`config.mk`:
```
export PLATFORM = sky130hd
export DESIGN_NAME = counter_0_9_up
export DESIGN_NICKNAME = d
export VERILOG_FILES = /design/src/rtl/counters_pkg.sv /design/src/rtl/counter_0_9_up_digit.sv /design/src/rtl/counter_0_9_up.sv
export SDC_FILE = /design/constraint.sdc
export NUM_CORES = 1
export LEC_CHECK = 0
export ABC_AREA = 1
export ABC_CLOCK_PERIOD_IN_PS = 2500
export CAP_MARGIN = 20
export CELL_PAD_IN_SITES_DETAIL_PLACEMENT = 1
export CELL_PAD_IN_SITES_GLOBAL_PLACEMENT = 2
export CORE_MARGIN = 10
export CORE_UTILIZATION = 25
export DETAILED_ROUTE_END_ITERATION = 16
export PLACE_DENSITY = 0.79
export SLEW_MARGIN = 20
export SYNTH_ARGS = -nofsm -noshare
export SYNTH_HDL_FRONTEND = slang
export SYNTH_SLANG_ARGS = --single-unit
```
`constraint.sdc`:
```
create_clock -name clock_in -period 2.5 [get_ports clock_in]
set_input_delay 0.5 -clock clock_in [delete_from_list [all_inputs] [get_ports clock_in]]
set_output_delay 0.5 -clock clock_in [all_outputs]
set_load 0.05 [all_outputs]
```
`src/rtl/counters_pkg.sv`:
```
// Shared BCD helpers for the stopwatch up/down counter family.
package counters_pkg;

  localparam logic [3:0]  BCD_DIGIT_MAX = 4'd9;
  localparam int unsigned BCD_CMP_W     = 32;

  // Illegal nibbles (A-F) collapse to zero.
  function automatic logic [3:0] bcd_sanitise(input logic [3:0] nibble);
    return (nibble > BCD_DIGIT_MAX) ? 4'd0 : nibble;
  endfunction

  // For legal packed BCD, numeric order matches binary order of the packed word.
  function automatic logic bcd_gt(input logic [BCD_CMP_W-1:0] a,
                                  input logic [BCD_CMP_W-1:0] b);
    return a > b;
  endfunction

endpackage

```
`src/rtl/counter_0_9_up_digit.sv`:
```
// One 0..9 BCD stage with clear > load > inc priority.
module bcd_digit_up
  import counters_pkg::*;
(
  input  logic       clock_in,
  input  logic       reset,
  input  logic       inc,
  input  logic       clear,
  input  logic       load,
  input  logic [3:0] d,
  output logic [3:0] q,
  output logic       is_nine
);

  assign is_nine = (q == BCD_DIGIT_MAX);

  always_ff @(posedge clock_in or negedge reset) begin
    if (!reset) begin
      q <= 4'd0;
    end else if (clear) begin
      q <= 4'd0;
    end else if (load) begin
      q <= d;
    end else if (inc) begin
      q <= is_nine ? 4'd0 : q + 4'd1;
    end
  end

endmodule

```
`src/rtl/counter_0_9_up.sv`:
```
// Cascadable packed-BCD up counter 0..MAX_COUNT with hold or wrap at the terminal value.
module counter_0_9_up
  import counters_pkg::*;
#(
  parameter int unsigned           DIGITS    = 2,
  parameter logic [4*DIGITS-1:0]   MAX_COUNT = 8'h59,
  parameter bit                    WRAP      = 1'b0
) (
  input  logic                  clock_in,
  input  logic                  reset,
  input  logic                  enable,
  input  logic                  clear,
  input  logic                  load,
  input  logic [4*DIGITS-1:0]   load_value,
  output logic [4*DIGITS-1:0]   count,
  output logic                  end_condition,
  output logic                  carry
);

  localparam int unsigned W = 4 * DIGITS;

  logic [W-1:0]      load_san;
  logic [W-1:0]      load_fixed;
  logic [DIGITS-1:0] inc;
  logic [DIGITS-1:0] is_nine;
  logic              at_max;
  logic              at_max_hold;
  logic              wrap_now;
  logic              digit_clear;

  assign at_max        = (count == MAX_COUNT);
  assign end_condition = at_max;
  // Digits never step past MAX; a wrap is done by clearing all digits instead.
  assign at_max_hold   = at_max;
  assign wrap_now      = WRAP && enable && at_max && !clear && !load;
  assign digit_clear   = clear | wrap_now;

  always_comb begin
    load_san = '0;
    for (int i = 0; i < int'(DIGITS); i++) begin
      load_san[4*i +: 4] = bcd_sanitise(load_value[4*i +: 4]);
    end
  end

  assign load_fixed = bcd_gt(BCD_CMP_W'(load_san), BCD_CMP_W'(MAX_COUNT)) ? MAX_COUNT
                                                                           : load_san;

  assign inc[0] = enable & ~at_max_hold;

  genvar g;
  generate
    for (g = 1; g < int'(DIGITS); g++) begin : g_chain
      assign inc[g] = inc[g-1] & is_nine[g-1];
    end

    for (g = 0; g < int'(DIGITS); g++) begin : g_digit
      bcd_digit_up u_digit (
        .clock_in (clock_in),
        .reset    (reset),
        .inc      (inc[g]),
        .clear    (digit_clear),
        .load     (load),
        .d        (load_fixed[4*g +: 4]),
        .q        (count[4*g +: 4]),
        .is_nine  (is_nine[g])
      );
    end
  endgenerate

  // One-cycle pulse following the wrap edge.
  always_ff @(posedge clock_in or negedge reset) begin
    if (!reset) begin
      carry <= 1'b0;
    end else begin
      carry <= wrap_now;
    end
  end

endmodule
```
After elaboration in Yosys (flattened, before gate mapping)
Cells that the tools add are included.
- register bits: 8
- latch bits: 0
- memory bits (writable): 0
- memory bits (read-only): 0
- output and inout port bits: 10
- logic and storage cells: 26
- memories: 0
- add/subtract/negate cells: 2
- multipliers: 0
- divide/modulo/power cells: 0
- order comparisons: 3
- equal/unequal tests: 3
- shift operators: 0
- multiplexer cells: 11
- bitwise operators: 3
- reduce and logical (&&, ||, !) cells: 2
- operators with widths (kind ; number):
    $mux W4 ; 10
    $add A4 B1 Y4 const B ; 2
    $eq A4 B4 Y1 const B ; 2
    $eq A8 B7 Y1 const B ; 1
    $gt A4 B4 Y1 const B ; 2
    $gt A8 B7 Y1 const B ; 1
    $mux W8 ; 1
    $reduce_bool A3 Y1 ; 2
    $and A1 B1 Y1 ; 2
    $not A1 Y1 ; 1

Depth between registers and ports, before layout
- depth in word-level cells: 7
- mapped depth: 10

By module
Synthesis repeated with hierarchy kept, for this count alone.
- cell total of the unflattened synthesis: 136
- area total of the unflattened synthesis: 814.5 µm²
- by module, submodules not included (module ; instances ; cells an instance ; area an instance (µm²)):
    bcd_digit_up ; 2 ; 47 ; 315.3
    counter_0_9_up ; 1 ; 42 ; 183.9

Worst setup path before layout
No wires, ideal clock.
- path kind: flip-flop to output port
- start: reg g_digit[0].u_digit.q[0]
- end: out end_condition
- arrival: 1.568 ns
- required time: 2.000 ns
- path slack: 0.432 ns
- stages on the path, launching flop included: 4
- path buffers: 0
- cell sequence: dfrtp_1 > ha_1 > nand3_2 > nor2_2
- longest elaborated chain between the ends: 1
- RTL lines (item ; line ; source):
    from (decl) ; counter_0_9_up_digit.sv:11 ; output logic [3:0] q,
    from (signal assigned) ; counter_0_9_up_digit.sv:25 ; q <= is_nine ? 4'd0 : q + 4'd1;
    $eq A8 B7 Y1 ; counter_0_9_up.sv:31 ; assign at_max = (count == MAX_COUNT);
    to (decl) ; counter_0_9_up.sv:16 ; output logic end_condition,
Every way passes these cells.

Worst setup path after layout
- start: reg g_digit[0].u_digit.q[0]
- end: out count[0]
- RTL lines (item ; line ; source):
    to (decl) ; counter_0_9_up.sv:15 ; output logic [4*DIGITS-1:0] count,
No word-level cell between the ends.

==> summary.txt <==
Outcome
  • Outcome: completed

STA
  • Worst Hold Slack: 0.5345 ns
  • Slew Limit Fails: 0
  • Final setup fails: 0
  • Fin crit share: 84.05%
  • Slew HR: 66.49%
  • Slew @ Worst Pin: 0.5011 ns
  • Min cycle time layout: 2.101 ns
  • Final hold violations: 0
  • Skew final: 0.004134 ns
  • Setup TNS: 0 ns
  • RSZ-0062 raised after global routing: no
  • Final WS setup: 0.3987 ns
  • Highest clock rate: 475.9 MHz

Routing
  • Drt drc: 0
  • 1st-iter DRT viols: 27
  • Vias per inst: 4.714
  • Via count: 726
  • Routed Antenna Nets: 0
  • DR pass1 iterations: 4
  • Routed WL per cell: 13.53 um
  • WL final: 2083 um

Power
  • Leakage: 0.4336 nW
  • Sw Share: 40.10%
  • Sw Pwr: 0.1735 mW
  • Share of power burned in registers: 37.2%
  • Gate power share: 37.9%
  • Clock power share: 24.9%
  • P per Cell Area: 451.9 mW/mm^2
  • Internal: 0.2591 mW
  • Worst VDD drop: 192.9 uV

Layout
  • Area grow syn2layout: 37.59%
  • Number of nets in the layout: 142
  • Biggest regs: g_digit.u_digit.q: 8 flops
  • Antenna diodes: 0
  • FILL cells: 353
  • Layout cells sized above 1: 15.45%
  • Top reg by flops: g_digit.u_digit.q
  • Max reg flops: 8

Synthesis
  • Syn nets: 117
  • Most common cell in the netlist: nand2_1
  • Top cells by area, synth: dfrtp_1 29%, nand2_1 13%, nand3_1 8.6%
  • Post-synth top cells: 25 x nand2_1, 12 x nand3_1, 9 x inv_1
  • Top cell type by total area after synthesis: dfrtp_1
  • Sequential area share after synthesis: 28.78%
  • Yosys top cell area share: 28.78%
  • Mean Syn Cell Area: 6.957 um^2
  • Yosys warnings: 0
  • Post-synth EDFFs: 0
  • Gate Count Post-Synth: 100
  • #FFs+latches synth: 8
  • Post-synth cell types: 23
  • Commonest register cell after synthesis: dfrtp_1
  • Asr flop ratio synth: 100.0%
  • Synth Cell Area: 695.7 um^2

Global route
  • Total GRT Usage: 8.675%
  • Initial antenna violation count: 0
  • First-pass GRT wire length: 3739 um
  • Vias in the first global route: 834
  • Largest net degree at the start of global routing: 9
  • Overflow after GRT: 0

Setup path
  • Arrival @ worst endpoint: 1.60 ns
  • Slowest CP cell: clkdlybuf4s50_1
  • Startpoint types: flop
  • Crit-path max cell delay: 0.86 ns
  • Worst Path Required: 2.00 ns
  • Crit-path max FO: 7
  • Worst path buffer plus inverter count: 1
  • Crit Path Class: reg -> out
  • CP top delay family: buffers and inverters
  • Critical Path, Cell by Cell: clkdlybuf4s50_1
  • Worst setup EP type: primary output

Place
  • IO buf count: 21
  • Final GP Congestion: 0.7777
  • Pre-CTS setup slack: 0.6667 ns
  • Post-DP HPWL: 1764 um

Clock tree
  • Post-CTS Setup Inserts: 0
  • H-tree Lvls: 1
  • Worst-path clk slew: 0.06 ns
  • CTS Hold Bufs: 0
  • Cts bufs inserted: 3
  • CTS tree: yes
  • Post-CTS sizing: 0
  • Clk sinks: 8
  • Clock Latency Late Sink: 0.26 ns
  • Clock Tree Buf Depth: 2
  • Root Driver: clkbuf_4

Floorplan
  • Die ar.: 0.005293 mm^2
  • Die Ht: 72.75 um
  • Num rows: 19
  • Chip Width: 72.75 um
  • # IOs: 23
  • Core ar.: 0.002710 mm^2
  • Starting Density: 25.67%

Run
  • Max-cap violation count: 0

Worst hold path
  • Worst Hold Class: in -> async
final timing paths:
path | from | end | slack, ns | depth (start not counted)
max in group asynchronous | reset | g_digit[1].u_digit.q[2] | 1.67 | 1
worst min-delay path | reset | g_digit[0].u_digit.q[0] | 0.53 | 1
worst max-delay path | g_digit[0].u_digit.q[0] | count[0] | 0.40 | 1
worst min register to register | g_digit[1].u_digit.q[0] | g_digit[1].u_digit.q[0] | 0.61 | 2
worst max register to register | g_digit[0].u_digit.q[0] | g_digit[1].u_digit.q[0] | 1.06 | 9
min in group clock_in | g_digit[1].u_digit.q[0] | g_digit[1].u_digit.q[0] | 0.61 | 2
power by group through the flow:
stage / sequential, mW / clock [mW] / combinational [mW]
after global placement: 0.163 / 0 / 0.165
final: 0.161 / 0.108 / 0.164
after floorplan: 0.198 / 0 / 0.0628
after CTS: 0.162 / 0.108 / 0.167
after global routing: 0.164 / 0.115 / 0.181
after detailed placement: 0.164 / 0 / 0.166
placed cells by master (no fill, tap or decap):
cell type / n
inv_1: 9
nand2_2: 1
o211ai_1: 1
nor2_4: 1
xor2_1: 1
nor2_1: 6
nand2_4: 2
xnor2_1: 1
o22ai_1: 2
inv_2: 4
nor2_2: 2
clkdlybuf4s50_1: 20
dfrtp_1: 8
buf_4: 1
clkbuf_4: 3
nand4_1: 4
o21ai_2: 1
o21ai_0: 8
clkinv_2: 1
nand3_1: 12
conb_1: 1
nand2_1: 25
nand3_2: 3
ha_1: 4
o21ai_1: 2
metrics by stage:
step | cell area, um^2 | power (mW) | util (%) | instances
after global routing | 957.2 | 0.4610 | 35.32 | 154
after floorplan | 695.7 | 0.2611 | - | 100
after global placement | 934.6 | 0.3282 | 34.49 | 151
after detailed placement | 934.6 | 0.3299 | 34.49 | 151
final | 957.2 | 0.4326 | 35.32 | 154
after CTS | 957.2 | 0.4366 | 35.32 | 154
area by class of cell:
cell class	count	area [um^2]	area share (%)
multi-input combinational	77	434.2	45.36
timing repair buffer	21	207.7	21.70
sequential	8	200.2	20.92
inverter	14	53.80	5.621
tap	31	38.79	4.052
clock buffer	3	22.52	2.353
logic make-up after synthesis:
kind of cell	Yosys count	synth area share, %
AND/OR/NAND/NOR	56	40.83
buffers and inverters	15	8.812
AO/OA/AOI/OAI	14	11.33
flip-flops	8	28.78
adder cells (fa/ha/maj)	4	7.195
XOR/XNOR	2	2.518
other	1	0.5391
layer usage:
layer / vias to the layer above / share of wire (%) / global-route usage (%)
li1: 374 / - / -
met1: 328 / 52 / 10.82
met2: 19 / 42 / 13.49
met3: 5 / 2.8 / 1.224
met4: 0 / 2.5 / 5.696
met5: - / 0 / 0
No activity file was read; power rests on OpenSTA's default activity.
